==> config.mk <==
export PLATFORM = sky130hd
export DESIGN_NAME = pos_emb_csr_slave
export DESIGN_NICKNAME = d
export VERILOG_FILES = /design/src/rtl/pos_emb_csr_pkg.sv /design/src/rtl/pos_emb_csr_slave.sv
export SDC_FILE = /design/constraint.sdc
export NUM_CORES = 1
export LEC_CHECK = 0
export BUFFER_PORTS_ARGS = -buffer_cell sky130_fd_sc_hd__clkbuf_2
export CORE_MARGIN = 3
export CORE_UTILIZATION = 38
export DETAILED_ROUTE_END_ITERATION = 6
export HOLD_SLACK_MARGIN = 0.02
export SETUP_SLACK_MARGIN = 0.2
export SYNTH_ARGS = -nofsm -noshare
export SYNTH_HDL_FRONTEND = slang
export SYNTH_SLANG_ARGS = --single-unit
==> constraint.sdc <==
create_clock -name clk -period 3.54 [get_ports clk]
set_clock_uncertainty 0.15 [all_clocks]
set_input_delay 0.354 -clock clk [delete_from_list [all_inputs] [get_ports clk]]
set_output_delay 0.354 -clock clk [all_outputs]
set_load 0.02 [all_outputs]
==> src/rtl/pos_emb_csr_pkg.sv <==
// Shared definitions for the RoPE engine CSR slave: register map, AXI response
// codes, channel FSM state types and the engine configuration bundle.
package pos_emb_csr_pkg;

  localparam logic [7:0] OFF_CTRL             = 8'h00;
  localparam logic [7:0] OFF_STATUS           = 8'h04;
  localparam logic [7:0] OFF_POS_BASE         = 8'h08;
  localparam logic [7:0] OFF_POS_LINE_STRIDE  = 8'h0C;
  localparam logic [7:0] OFF_DIN_BASE         = 8'h10;
  localparam logic [7:0] OFF_DIN_HEAD_STRIDE  = 8'h14;
  localparam logic [7:0] OFF_DIN_LINE_STRIDE  = 8'h18;
  localparam logic [7:0] OFF_DOUT_BASE        = 8'h1C;
  localparam logic [7:0] OFF_DOUT_HEAD_STRIDE = 8'h20;
  localparam logic [7:0] OFF_DOUT_LINE_STRIDE = 8'h24;
  localparam logic [7:0] OFF_IRQ_MASK         = 8'h28;

  localparam logic [1:0] RESP_OKAY   = 2'b00;
  localparam logic [1:0] RESP_SLVERR = 2'b10;

  // WAW: W beat held, waiting for AW. WW: AW beat held, waiting for W.
  typedef enum logic [1:0] {WIDLE, WAW, WW, WRESP} wr_state_t;
  typedef enum logic {RIDLE, RRESP} rd_state_t;

  typedef struct packed {
    logic [31:0] pos_base;
    logic [31:0] pos_line_stride;
    logic [31:0] din_base;
    logic [31:0] din_head_stride;
    logic [31:0] din_line_stride;
    logic [31:0] dout_base;
    logic [31:0] dout_head_stride;
    logic [31:0] dout_line_stride;
  } cfg_regs_t;

  // Byte-enable merge of new write data into an existing register value.
  function automatic logic [31:0] strb_merge(input logic [31:0] old,
                                             input logic [31:0] data,
                                             input logic [3:0]  strb);
    logic [31:0] r;
    r = old;
    for (int b = 0; b < 4; b++)
      if (strb[b]) r[b*8 +: 8] = data[b*8 +: 8];
    return r;
  endfunction

endpackage

==> src/rtl/pos_emb_csr_slave.sv <==
// AXI4-Lite register file driving the positional-embedding engine config bus,
// start pulse and busy/done tracking. Optional irq output and mask register
// are built when POSEMB_CSR_IRQ_EN is defined.
module pos_emb_csr_slave #(
  parameter int ADDR_W = 8,
  parameter int DATA_W = 32,
  parameter int CFG_W  = 32
) (
  input  logic              clk,
  input  logic              rst_n,
  input  logic              s_awvalid,
  output logic              s_awready,
  input  logic [ADDR_W-1:0] s_awaddr,
  input  logic              s_wvalid,
  output logic              s_wready,
  input  logic [DATA_W-1:0] s_wdata,
  input  logic [3:0]        s_wstrb,
  output logic              s_bvalid,
  input  logic              s_bready,
  output logic [1:0]        s_bresp,
  input  logic              s_arvalid,
  output logic              s_arready,
  input  logic [ADDR_W-1:0] s_araddr,
  output logic              s_rvalid,
  input  logic              s_rready,
  output logic [DATA_W-1:0] s_rdata,
  output logic [1:0]        s_rresp,
  output logic [CFG_W-1:0]  pos_base,
  output logic [CFG_W-1:0]  pos_line_stride,
  output logic [CFG_W-1:0]  din_base,
  output logic [CFG_W-1:0]  din_head_stride,
  output logic [CFG_W-1:0]  din_line_stride,
  output logic [CFG_W-1:0]  dout_base,
  output logic [CFG_W-1:0]  dout_head_stride,
  output logic [CFG_W-1:0]  dout_line_stride,
`ifdef POSEMB_CSR_IRQ_EN
  output logic              irq,
`endif
  output logic              emb_start,
  input  logic              emb_done
);
  import pos_emb_csr_pkg::*;

  wr_state_t         wr_st, wr_nxt;
  rd_state_t         rd_st, rd_nxt;
  logic              live;
  logic [ADDR_W-1:0] aw_q, wa, ra;
  logic [DATA_W-1:0] w_q, wd, rd_data;
  logic [3:0]        strb_q, ws;
  logic [1:0]        bresp_q, wr_resp, rd_resp;
  logic              aw_hs, w_hs, ar_hs, wr_fire, wr_cfg, do_start, do_clr;
  logic              busy, done;
  cfg_regs_t         cfg, cfg_nxt;
`ifdef POSEMB_CSR_IRQ_EN
  logic              irq_mask, irq_mask_nxt;
  assign irq = done & irq_mask;
`endif

  // Ready outputs stay low while reset is asserted and in the first cycle after.
  assign s_awready = live & ((wr_st == WIDLE) | (wr_st == WAW));
  assign s_wready  = live & ((wr_st == WIDLE) | (wr_st == WW));
  assign s_arready = live & (rd_st == RIDLE);
  assign s_bvalid  = (wr_st == WRESP);
  assign s_rvalid  = (rd_st == RRESP);
  assign s_bresp   = bresp_q;

  assign aw_hs   = s_awvalid & s_awready;
  assign w_hs    = s_wvalid & s_wready;
  assign ar_hs   = s_arvalid & s_arready;
  // Effective write beat: live handshake if happening now, else the held beat.
  assign wa      = (aw_hs ? s_awaddr : aw_q) & ~ADDR_W'(3);
  assign wd      = w_hs ? s_wdata : w_q;
  assign ws      = w_hs ? s_wstrb : strb_q;
  assign ra      = s_araddr & ~ADDR_W'(3);
  assign wr_fire = (wr_nxt == WRESP) & (wr_st != WRESP);

  assign pos_base         = CFG_W'(cfg.pos_base);
  assign pos_line_stride  = CFG_W'(cfg.pos_line_stride);
  assign din_base         = CFG_W'(cfg.din_base);
  assign din_head_stride  = CFG_W'(cfg.din_head_stride);
  assign din_line_stride  = CFG_W'(cfg.din_line_stride);
  assign dout_base        = CFG_W'(cfg.dout_base);
  assign dout_head_stride = CFG_W'(cfg.dout_head_stride);
  assign dout_line_stride = CFG_W'(cfg.dout_line_stride);

  // Ready gating flop: goes high one cycle after reset release.
  always_ff @(posedge clk or negedge rst_n)
    if (!rst_n) live <= 1'b0;
    else        live <= 1'b1;

  // Write channel next state: AW and W collected in either order.
  always_comb begin
    wr_nxt = wr_st;
    case (wr_st)
      WIDLE:   if (aw_hs && w_hs) wr_nxt = WRESP;
               else if (aw_hs)    wr_nxt = WW;
               else if (w_hs)     wr_nxt = WAW;
      WAW:     if (aw_hs)         wr_nxt = WRESP;
      WW:      if (w_hs)          wr_nxt = WRESP;
      default: if (s_bready)      wr_nxt = WIDLE;
    endcase
  end

  // Write channel state, held beats and response code.
  always_ff @(posedge clk or negedge rst_n)
    if (!rst_n) begin
      wr_st   <= WIDLE;
      aw_q    <= '0;
      w_q     <= '0;
      strb_q  <= '0;
      bresp_q <= RESP_OKAY;
    end else begin
      wr_st <= wr_nxt;
      if (aw_hs) aw_q <= s_awaddr;
      if (w_hs) begin
        w_q    <= s_wdata;
        strb_q <= s_wstrb;
      end
      if (wr_fire) bresp_q <= wr_resp;
    end

  // Write decode: next register values, control actions and response.
  always_comb begin
    cfg_nxt  = cfg;
    wr_cfg   = 1'b0;
    do_start = 1'b0;
    do_clr   = 1'b0;
    wr_resp  = RESP_OKAY;
`ifdef POSEMB_CSR_IRQ_EN
    irq_mask_nxt = irq_mask;
`endif
    case (wa)
      ADDR_W'(OFF_CTRL): if (ws[0]) begin
        do_clr = wd[1];
        if (wd[0]) begin
          if (busy) wr_resp  = RESP_SLVERR;
          else      do_start = 1'b1;
        end
      end
      ADDR_W'(OFF_STATUS): ;
      ADDR_W'(OFF_POS_BASE):         begin wr_cfg = 1'b1; cfg_nxt.pos_base         = strb_merge(cfg.pos_base, wd, ws); end
      ADDR_W'(OFF_POS_LINE_STRIDE):  begin wr_cfg = 1'b1; cfg_nxt.pos_line_stride  = strb_merge(cfg.pos_line_stride, wd, ws); end
      ADDR_W'(OFF_DIN_BASE):         begin wr_cfg = 1'b1; cfg_nxt.din_base         = strb_merge(cfg.din_base, wd, ws); end
      ADDR_W'(OFF_DIN_HEAD_STRIDE):  begin wr_cfg = 1'b1; cfg_nxt.din_head_stride  = strb_merge(cfg.din_head_stride, wd, ws); end
      ADDR_W'(OFF_DIN_LINE_STRIDE):  begin wr_cfg = 1'b1; cfg_nxt.din_line_stride  = strb_merge(cfg.din_line_stride, wd, ws); end
      ADDR_W'(OFF_DOUT_BASE):        begin wr_cfg = 1'b1; cfg_nxt.dout_base        = strb_merge(cfg.dout_base, wd, ws); end
      ADDR_W'(OFF_DOUT_HEAD_STRIDE): begin wr_cfg = 1'b1; cfg_nxt.dout_head_stride = strb_merge(cfg.dout_head_stride, wd, ws); end
      ADDR_W'(OFF_DOUT_LINE_STRIDE): begin wr_cfg = 1'b1; cfg_nxt.dout_line_stride = strb_merge(cfg.dout_line_stride, wd, ws); end
`ifdef POSEMB_CSR_IRQ_EN
      ADDR_W'(OFF_IRQ_MASK): if (ws[0]) irq_mask_nxt = wd[0];
`endif
      default: wr_resp = RESP_SLVERR;
    endcase
    // Config is frozen while the engine runs.
    if (wr_cfg && busy) wr_resp = RESP_SLVERR;
  end

  // Register file and engine handshake; a done pulse wins over a same-cycle clear.
  always_ff @(posedge clk or negedge rst_n)
    if (!rst_n) begin
      cfg       <= '0;
      busy      <= 1'b0;
      done      <= 1'b0;
      emb_start <= 1'b0;
`ifdef POSEMB_CSR_IRQ_EN
      irq_mask  <= 1'b0;
`endif
    end else begin
      emb_start <= 1'b0;
      if (wr_fire) begin
        if (!busy) cfg <= cfg_nxt;
        if (do_clr) done <= 1'b0;
        if (do_start) begin
          busy      <= 1'b1;
          done      <= 1'b0;
          emb_start <= 1'b1;
        end
`ifdef POSEMB_CSR_IRQ_EN
        irq_mask <= irq_mask_nxt;
`endif
      end
      if (emb_done && busy) begin
        busy <= 1'b0;
        done <= 1'b1;
      end
    end

  // Read decode against the current register state.
  always_comb begin
    rd_data = '0;
    rd_resp = RESP_OKAY;
    case (ra)
      ADDR_W'(OFF_CTRL): ;
      ADDR_W'(OFF_STATUS):           rd_data = DATA_W'({done, busy});
      ADDR_W'(OFF_POS_BASE):         rd_data = cfg.pos_base;
      ADDR_W'(OFF_POS_LINE_STRIDE):  rd_data = cfg.pos_line_stride;
      ADDR_W'(OFF_DIN_BASE):         rd_data = cfg.din_base;
      ADDR_W'(OFF_DIN_HEAD_STRIDE):  rd_data = cfg.din_head_stride;
      ADDR_W'(OFF_DIN_LINE_STRIDE):  rd_data = cfg.din_line_stride;
      ADDR_W'(OFF_DOUT_BASE):        rd_data = cfg.dout_base;
      ADDR_W'(OFF_DOUT_HEAD_STRIDE): rd_data = cfg.dout_head_stride;
      ADDR_W'(OFF_DOUT_LINE_STRIDE): rd_data = cfg.dout_line_stride;
`ifdef POSEMB_CSR_IRQ_EN
      ADDR_W'(OFF_IRQ_MASK):         rd_data = DATA_W'(irq_mask);
`endif
      default: rd_resp = RESP_SLVERR;
    endcase
  end

  // Read channel next state.
  always_comb begin
    rd_nxt = rd_st;
    case (rd_st)
      RIDLE:   if (ar_hs)    rd_nxt = RRESP;
      default: if (s_rready) rd_nxt = RIDLE;
    endcase
  end

  // Read channel state; data captured at AR accept and held until rready.
  always_ff @(posedge clk or negedge rst_n)
    if (!rst_n) begin
      rd_st   <= RIDLE;
      s_rdata <= '0;
      s_rresp <= RESP_OKAY;
    end else begin
      rd_st <= rd_nxt;
      if (ar_hs) begin
        s_rdata <= rd_data;
        s_rresp <= rd_resp;
      end
    end

endmodule

# [Yosys cells after proc, flatten, opt, wreduce, memory -nomap -nowiden]
# Cells that the tools add are included.
[op_classes] mux=36 n_bitwise=11 n_reduce_logical=46 n_eq_ne=23
[op_table] cell="$pmux W32 S9" n=1
[op_table] cell="$reduce_and A4 Y1" n=32
[op_table] cell="$eq A6 B3 Y1 const B" n=8
[op_table] cell="$mux W32" n=1
[op_table] cell="$eq A6 B2 Y1 const B" n=4
[op_table] cell="$eq A6 B4 Y1 const B" n=4
[op_table] cell="$mux W2" n=11
[op_table] cell="$mux W1" n=19
[op_table] cell="$logic_not A8 Y1" n=2
[op_table] cell="$eq A6 B1 Y1 const B" n=2
[op_table] cell="$reduce_or A10 Y1" n=1
[op_table] cell="$reduce_or A9 Y1" n=1
[op_table] cell="$mux W8" n=1
[op_table] cell="$reduce_or A8 Y1" n=1
[op_table] cell="$and A1 B1 Y1" n=7
[op_table] cell="$eq A2 B2 Y1 const B" n=3
[op_table] cell="$pmux W2 S3" n=1
[op_table] cell="$mux W4" n=1
[op_table] cell="$pmux W2 S2" n=1
[op_table] cell="$reduce_and A2 Y1" n=2
[op_table] cell="$reduce_bool A2 Y1" n=2
[op_table] cell="$logic_and A1 B1 Y1" n=3
[op_table] cell="$reduce_bool A3 Y1" n=1
[op_table] cell="$eq A2 B1 Y1 const B" n=1
[op_table] cell="4 further kinds" n=6
[totals] wordCells=161 regBits=343

# [Longest topological paths before layout]
# Gate-level depths: netlist (run 1).
[logic_depth] word_depth=12 ltp_mapped=8 depth_no_buf=6

# [Least setup slack after synthesis (run 1)]
# OpenSTA, ideal clock, no wires.
[synth_timing] path_kind="reg2reg" startpoint="register live" endpoint="register cfg (netlist bit pos_line_stride[24])" stages_incl_launch_ff=8 t_arrival_ps=2181 setup_time_ps=125 synth_period_minus_slack_ps=2456 t_required_ps=3265 slack_ps=1084 cell_sequence="dfrtp_1 buf_6 and3b_1 buf_6 or4_4 a21oi_4 nand2_4 mux2_4"
[synth_via] elab_chain_cells=9 word_cells_on_any_way=18
[synth_rtl] element="start: declaration" line_no="pos_emb_csr_slave.sv:46" text="logic live;"
[synth_rtl] element="start signal: assignment" line_no="pos_emb_csr_slave.sv:88" text="if (!rst_n) live <= 1'b0;"
[synth_rtl] element="start signal: assignment" line_no="pos_emb_csr_slave.sv:89" text="else live <= 1'b1;"
[synth_rtl] element="$and A1 B1 Y1" line_no="pos_emb_csr_slave.sv:61" text="assign s_wready = live & ((wr_st == WIDLE) | (wr_st == WW));"
[synth_rtl] element="$and A1 B1 Y1" line_no="pos_emb_csr_slave.sv:68" text="assign w_hs = s_wvalid & s_wready;"
[synth_rtl] element="$mux W2" line_no="pos_emb_csr_slave.sv:97" text="else if (w_hs) wr_nxt = WAW;"
[synth_rtl] element="$mux W2" line_no="pos_emb_csr_slave.sv:96" text="else if (aw_hs) wr_nxt = WW;"
[synth_rtl] element="$mux W2" line_no="pos_emb_csr_slave.sv:95" text="WIDLE: if (aw_hs && w_hs) wr_nxt = WRESP;"
[synth_rtl] element="$pmux W2 S3" line_no="pos_emb_csr_slave.sv:94" text="case (wr_st)"
[synth_rtl] element="$eq A2 B2 Y1" line_no="pos_emb_csr_slave.sv:75" text="assign wr_fire = (wr_nxt == WRESP) & (wr_st != WRESP);"
[synth_rtl] element="$and A1 B1 Y1" line_no="pos_emb_csr_slave.sv:75"
[synth_rtl] element="$reduce_and A4 Y1 (no source line)"
[synth_rtl] element="end signal: assignment" line_no="pos_emb_csr_slave.sv:171" text="if (!busy) cfg <= cfg_nxt;"
[synth_rtl] element="end: declaration" line_no="pos_emb_csr_slave.sv:53" text="cfg_regs_t cfg, cfg_nxt;"
# Several ways; a longest one is shown, not always the timed one.
# A chain may end at the register's enable or synchronous reset.

# [Worst setup path after layout (run 1)]
[layout_timing] startpoint="register live" endpoint="register cfg (netlist bit din_line_stride[9])"
# Same word-level chain as after synthesis.

==> summary.md, run 1 <==
| Metric | Value |
|---|---|
| Outcome | `completed` |
| Switch share | `a little under two fifths` |
| RePlAce Congestion | `about 0.8` |
| Die height | `a little over 200 µm` |
| Worst-Margin Slew | `between 700 and 800 ps` |
| Req. time, crit path | `3810 ps` |
| Worst R2R End | `din_line_stride[9]` |
| Setup TNS | `0 ps` |
| Placed Cells | `between 1,500 and 2,000` |
| Min Tclk post-route | `~3100 ps` |
| PortBufs | `between 300 and 400` |
| Yosys cell types | `53` |
| Yosys top cell by area | `dfrtp_1` |
| Setup crit end kind | `register` |
| Top-count cell post-synth | `dfrtp_1` |
| Worst Setup SP | `live` |
| Unrepaired setup endpoints after global routing | `false` |
| Crit-path slowest cell | `dfrtp_1` |
| Syn_area_per_cell | `~14 µm²` |
| Clock share of power | `a little over a quarter` |
| Logic pwr share | `roughly 33%` |
| Period utilisation layout | `approximately 87%` |
| First-pass GRT wire length | `74.03 mm` |
| Synth top area share | `between 50% and 60%` |
| Register area share after synthesis | `57.72%` |
| Leakage | `approximately 9.8 nW` |
| CP Data Arrival Time | `3360 ps` |
| Worst R2R Start | `live` |
| Diodes inserted | `0` |
| DIE AREA | `slightly above 0.04 mm²` |
| Crit-path max cell delay | `470 ps` |
| Synth Instances | `around 1,100` |
| Crit path to | `din_line_stride[9]` |
| R2R Setup Slk | `450 ps` |
| Final-report setup violation count | `0` |
| Vias per cell | `between 5 and 6` |
| Final nets | `~1,500` |
| Register area | `0.008483 mm²` |
| Die width | `about 200 µm` |
| Worst r2r path cells | `6` |
| Placed cell area | `0.01734 mm²` |
| Critical path peak fanout | `13` |
| Total gr overflow | `0` |
| Crit start category | `register` |
| Critical-path cell list | `nand3b_1, buf_4, mux2i_1, nor2_2, nand2_1, mux2_2` |
| Cell internal pwr | `slightly above 9 mW` |
| Overall routing resource usage | `a little under a quarter` |
| IO Pins | `between 300 and 400` |
| Area Overhead vs Synth | `28.48%` |
| Pwr dens | `between 700 and 800 mW/mm²` |
| Routed WL | `~49 mm` |
| Initial antenna violation count | `0` |
| Initial Utilization | `around two fifths` |
| Max_cap viols | `0` |
| Max Buffers Root-to-Sink | `3` |
| TritonCTS Buffers | `38` |
| Multi-input logic area | `0.006030 mm²` |
| Final ANT Viol Nets | `0` |
| Ys flop type | `dfrtp_1` |
| Pre-CTS setup slack | `104.1 ps` |
| TritonCTS clock tree | `built` |
| Worst skew pair latency | `540 ps` |
| H-Tree Depth | `2` |
| Reg power frac | `between 40% and 50%` |
| Sw power | `~5.5 mW` |
| Clk slew on worst S/H paths | `roughly 60 ps` |
| 1st-iter DRT viols | `approximately 600` |
| Peak VDD IR | `0.5305 mV` |
| First-pass DRT Iterations | `5` |
| Max-slew violations | `0` |
| Vias in the first global route | `around 11,000` |
| Slack of the critical path | `~450 ps` |
| # DRC | `0` |
| Row cnt | `71` |
| Flops & latches, synth | `roughly 340` |
| YS warnings | `0` |
| Post-DP HPWL | `~33 mm` |
| Via count | `~11,000` |
| Largest net degree at the start of global routing | `between 80 and 90` |
| Fill cell count | `roughly 3,500` |
| Final hold viol count | `0` |
| Design Area, Final | `0.01888 mm²` |
| Synth cell count leaders | `dfrtp_1, mux2_2, a22oi_1` |
| WL/cell | `roughly 24 µm` |
| CORE AREA | `between 0.03 and 0.04 mm²` |
| Post-synth EDFFs | `0` |
| Fin cells | `slightly above 2,000` |
| Root buf cell | `clkbuf_16` |
| Worst hold path type | `in2reg` |
| Crit Path Category | `reg2reg` |
| Synthesized area | `0.01470 mm²` |
| Share of layout cells above drive strength 1 | `between 50% and 60%` |
| Slew margin rel. | `51.21%` |
| Clock Sinks | `approximately 340` |
| Synth top area cells | `dfrtp_1, mux2_2, a22oi_1, a22o_1, mux2_4` |
| Peak Freq | `323.6 MHz` |
| Setup bufs post-CTS | `0` |
| Ys async rst share | `between 90% and 100%` |
logic make-up after synthesis:
| group | share of synthesized area [%] |
|---|---|
| mux | 25.67 |
| compound gates | 8.488 |
| buf+inv | 1.643 |
| other cells | 0.05110 |
| simple gates | 6.428 |
| flops | 57.72 |
how the worst min path moves through the flow:
stage / to / cells past startpoint / from / slack, ps
after detailed placement: din_head_stride[10] / 1 / rst_n / 290
final: w_q[15] / 2 / s_wdata[15] / 50
after floorplan: aw_q[2] / 0 / rst_n / -90
after CTS: w_q[24] / 2 / s_wdata[24] / 20
after global placement: din_head_stride[10] / 1 / rst_n / 290
after global routing: w_q[18] / 2 / s_wdata[18] / 40
layout by cell type (no fill, tap or decap), types with 9 or more instances in the layout:
master         synthesis  final
a22o_1                32     32
a22oi_1               86     86
buf_4                  4     34
clkbuf_16              0     41
clkbuf_2               0    350
dfrtp_1              339    339
dlygate4sd3_1          0     35
inv_1                 12     12
mux2_1                 9      9
mux2_2               292    292
mux2_4                16     16
mux2i_1               12     12
nand2_1               56     55
nand2_2                8      9
nand3_1               14     14
nand4_1               24     24
nor3_1                12     11
repair_timing:
action	CTS	global route
gates resized for setup	1	0
setup endpoints to repair	49	0
hold buffers	35	0
endpoints found under the hold margin	115	0
per-layer routing:
metal / vias up / wire length, µm / track usage, %
li1: 4823 / - / -
met1: 5699 / 21210 / 32.25
met2: 371 / 23250 / 38.47
met3: 78 / 2913 / 4.265
met4: 0 / 1478 / 8.265
met5: - / 0 / 0
cell type report:
class | count | share of cell area (%)
flip-flops and latches | 339 | 44.93
well taps | 511 | 3.386
inverters | 12 | 0.2386
clock buffers | 55 | 6.083
clock inverters | 8 | 0.2319
multi-input cells | 661 | 31.93
repair buffers | 426 | 13.20
state kept, by name, indices dropped and copies added (netlist names), 2 cells and up:
signal,count
pos_base,32
aw_q,6
w_q,32
din_head_stride,32
dout_head_stride,32
strb_q,4
din_line_stride,32
dout_line_stride,32
din_base,32
pos_line_stride,32
wr_st,2
dout_base,32
s_rdata,32
stage by stage:
stage | utilization (%) | total power [mW] | hold WS (ps)
final | 49.78 | 14.59 | 51.66
after global routing | 49.78 | 15.34 | 41.47
after CTS | 49.78 | 14.73 | 20.01
after detailed placement | 45.70 | 10.84 | 292.4
after global placement | 45.70 | 10.75 | 289.9
after floorplan | - | 8.789 | -91.59
power by group through the flow:
stage	Clock, mW	Combinational (mW)	Sequential, mW
after global placement	0	4.76	5.98
after CTS	3.90	4.87	5.96
final	3.80	4.82	5.97
after detailed placement	0	4.82	6.02
after floorplan	0	1.88	6.91
after global routing	4.03	5.18	6.12
worst max-delay path, delay by kind of cell (launching register included):
family / cells / cell delay [ps]
and+or+nand+nor: 3 / 1410
muxes: 2 / 580
DFF: 1 / 470
buffers and inverters: 1 / 350
No activity file was read; power rests on OpenSTA's default activity.
==> run 2: changes to the inputs <==
- CORE_ASPECT_RATIO: default -> 0.8
==> run 2 against run 1 <==
  * Via count decreased by 0.34%
  * Final cell count decreased by 2.5%
  * Utilization shrank 0.13 points
  * Wire length grew 0.67%
  * Power up 0.35%
  * Global-route usage is essentially flat
==> summary.md, run 2 (synthesized netlist as in run 1, its figures left out) <==
| Metric | Value |
|---|---|
| PortBufs | `351 (unchanged)` |
| Initial Utilization | `39.09% (was 38.74%)` |
| Routed WL | `49.18 mm (was 48.85 mm)` |
| Clk slew on worst S/H paths | `60 ps (about the same)` |
| Period utilisation layout | `88.52% (was 87.30%)` |
| Most common cell after layout, fill and taps aside | `clkbuf_2 (unchanged)` |
| Final-report setup violation count | `0 (unchanged)` |
| Vias per cell | `5.573 (was 5.453)` |
| Hold Crit Endpoint | `w_q[26] (was w_q[15])` |
| Fill cell count | `3,356 (was 3,470)` |
| Clock Sinks | `339 (unchanged)` |
| Die height | `181.9 µm (was 202.7 µm)` |
| Max_cap viols | `0 (unchanged)` |
| TritonCTS clock tree | `built (unchanged)` |
| Root buf cell | `clkbuf_16 (unchanged)` |
| Worst skew pair latency | `520 ps (was 540 ps)` |
| DIE AREA | `0.04109 mm² (was 0.04107 mm²)` |
| CP Data Arrival Time | `3380 ps (was 3360 ps)` |
| Setup TNS | `0 ps (unchanged)` |
| Final hold viol count | `0 (unchanged)` |
| Vias in the first global route | `11,200 (was 11,340)` |
| Post-DP HPWL | `33.90 mm (was 33.48 mm)` |
| IO Pins | `358 (unchanged)` |
| H-Tree Depth | `2 (unchanged)` |
| Placed Cells | `1,883 (was 1,914)` |
| Setup crit end kind | `register (unchanged)` |
| Unrepaired setup endpoints after global routing | `false (unchanged)` |
| First-pass DRT Iterations | `5 (unchanged)` |
| Worst R2R End | `dout_head_stride[24] (was din_line_stride[9])` |
| Peak VDD IR | `0.4749 mV (was 0.5305 mV)` |
| Leakage | `9.727 nW (was 9.850 nW)` |
| 1st-iter DRT viols | `790 (was 601)` |
| Fin cells | `1,962 (was 2,012)` |
| Max Buffers Root-to-Sink | `3 (unchanged)` |
| Final ANT Viol Nets | `0 (unchanged)` |
| CORE AREA | `0.03760 mm² (was 0.03793 mm²)` |
| Initial antenna violation count | `2 (was 0)` |
| Area Overhead vs Synth | `27.02% (was 28.48%)` |
| Critical path peak fanout | `14 (was 13)` |
| Routed wl met3 | `3.621 mm (was 2.913 mm)` |
| Power, Total | `14.64 mW (was 14.59 mW)` |
| Final nets | `1,510 (was 1,538)` |
| Row cnt | `63 (was 71)` |
| WL/cell | `25.07 µm (was 24.28 µm)` |
| # DRC | `0 (unchanged)` |
| Overall routing resource usage | `23.68% (was 23.71%)` |
| Critical-path cell list | `nand3b_1, o32a_1, nor3_2, mux2_2 (was nand3b_1, buf_4, mux2i_1, nor2_2, nand2_1, mux2_2)` |
| CP top delay family | `simple AND/OR/NAND/NOR gates (unchanged)` |
| Source of the worst hold timing path | `s_wdata[26] (was s_wdata[15])` |
| Commonest non-fill, non-tap cells in the layout | `clkbuf_2, dfrtp_1, mux2_2 (unchanged)` |
| Slack of the critical path | `406.5 ps (was 449.4 ps)` |
| Outcome | `completed (unchanged)` |
| Min Tclk post-route | `3134 ps (was 3091 ps)` |
| WP buf/inv | `0 (was 1)` |
| TritonCTS Buffers | `37 (was 38)` |
| Setup bufs post-CTS | `0 (unchanged)` |
| Worst R2R Start | `live (unchanged)` |
| Worst-Margin Slew | `1017 ps (was 731.8 ps)` |
| First-pass GRT wire length | `73.46 mm (was 74.03 mm)` |
| Largest net degree at the start of global routing | `103 (was 89)` |
| Req. time, crit path | `3790 ps (was 3810 ps)` |
| Layout Utilization | `49.65% (was 49.78%)` |
| Pwr dens | `784.3 mW/mm² (was 772.7 mW/mm²)` |
| Crit-path max cell delay | `800 ps (was 470 ps)` |
| Via count | `10,930 (was 10,970)` |
| Slew margin rel. | `31.86% (was 51.21%)` |
| Crit start category | `register (unchanged)` |
| Crit Path Category | `reg2reg (unchanged)` |
| Die width | `225.9 µm (was 202.7 µm)` |
| Pre-CTS setup slack | `97.21 ps (was 104.1 ps)` |
| M1 WL | `21.61 mm (was 21.21 mm)` |
| R2R Setup Slk | `410 ps (was 450 ps)` |
| Peak Freq | `319.1 MHz (was 323.6 MHz)` |
| RePlAce Congestion | `0.8155 (was 0.8174)` |
| Crit-path slowest cell | `nor3_2 (was dfrtp_1)` |
| Routed length on met2 | `22.97 mm (was 23.25 mm)` |
| Register area | `0.008483 mm² (unchanged)` |
| Worst hold path type | `in2reg (unchanged)` |
| Multi-input logic area | `0.006043 mm² (was 0.006030 mm²)` |
| Highest metal used | `met4 (unchanged)` |
| Worst r2r path cells | `4 (was 6)` |
| Min-Delay Path Depth | `2 (unchanged)` |
| Total gr overflow | `0 (unchanged)` |
| Max-slew violations | `0 (unchanged)` |
| Share of layout cells above drive strength 1 | `53.53% (was 53.03%)` |
-- run 2: final cells by class --
type                    instances  share of cell area, %
inverters                      12                 0.2413
multi-input cells             661                  32.37
clock inverters                 7                 0.6501
diodes                          3                0.04021
well taps                     487                  3.264
flip-flops and latches        339                  45.44
clock buffers                  54                  5.791
repair buffers                399                  12.20
-- run 2: repair_timing --
action,CTS,global route
setup endpoints to repair,24,18
hold buffers,15,0
resized for setup,1,3
endpoints found under the hold margin,110,0
-- run 2: per-stage QoR --
stage / instance area, µm² / hold slack [ps]
2_1_floorplan: 14700 / -91.59
3_3_place_gp: 17290 / 320.0
3_5_place_dp: 17290 / 320.9
4_1_cts: 18650 / 20.07
5_1_grt: 18670 / 46.66
6_report: 18670 / 44.13
-- run 2: metal layers --
layer / track usage [%] / vias to the layer above
met5: 0 / -
li1: - / 4772
met4: 5.691 / 0
met2: 38.15 / 403
met3: 6.223 / 66
met1: 32.04 / 5693
-- run 2: how the worst max path moves through the flow --
| stage | startpoint | endpoint | slack (ps) | depth (start not counted) |
|---|---|---|---|---|
| floorplan | live | pos_line_stride[24] | 1080 | 7 |
| global placement | live | din_line_stride[12] | 120 | 5 |
| detailed placement | live | din_line_stride[11] | 100 | 5 |
| CTS | live | din_head_stride[13] | 370 | 6 |
| global route | live | dout_head_stride[29] | 200 | 4 |
| finish | live | dout_head_stride[24] | 410 | 4 |
-- run 2: power by group --
group          switching, mW  total [mW]  internal, mW
registers              0.944        5.99          5.05
clock network           1.53        3.86          2.33
logic                   2.97        4.79          1.81
total                   5.45        14.6          9.19
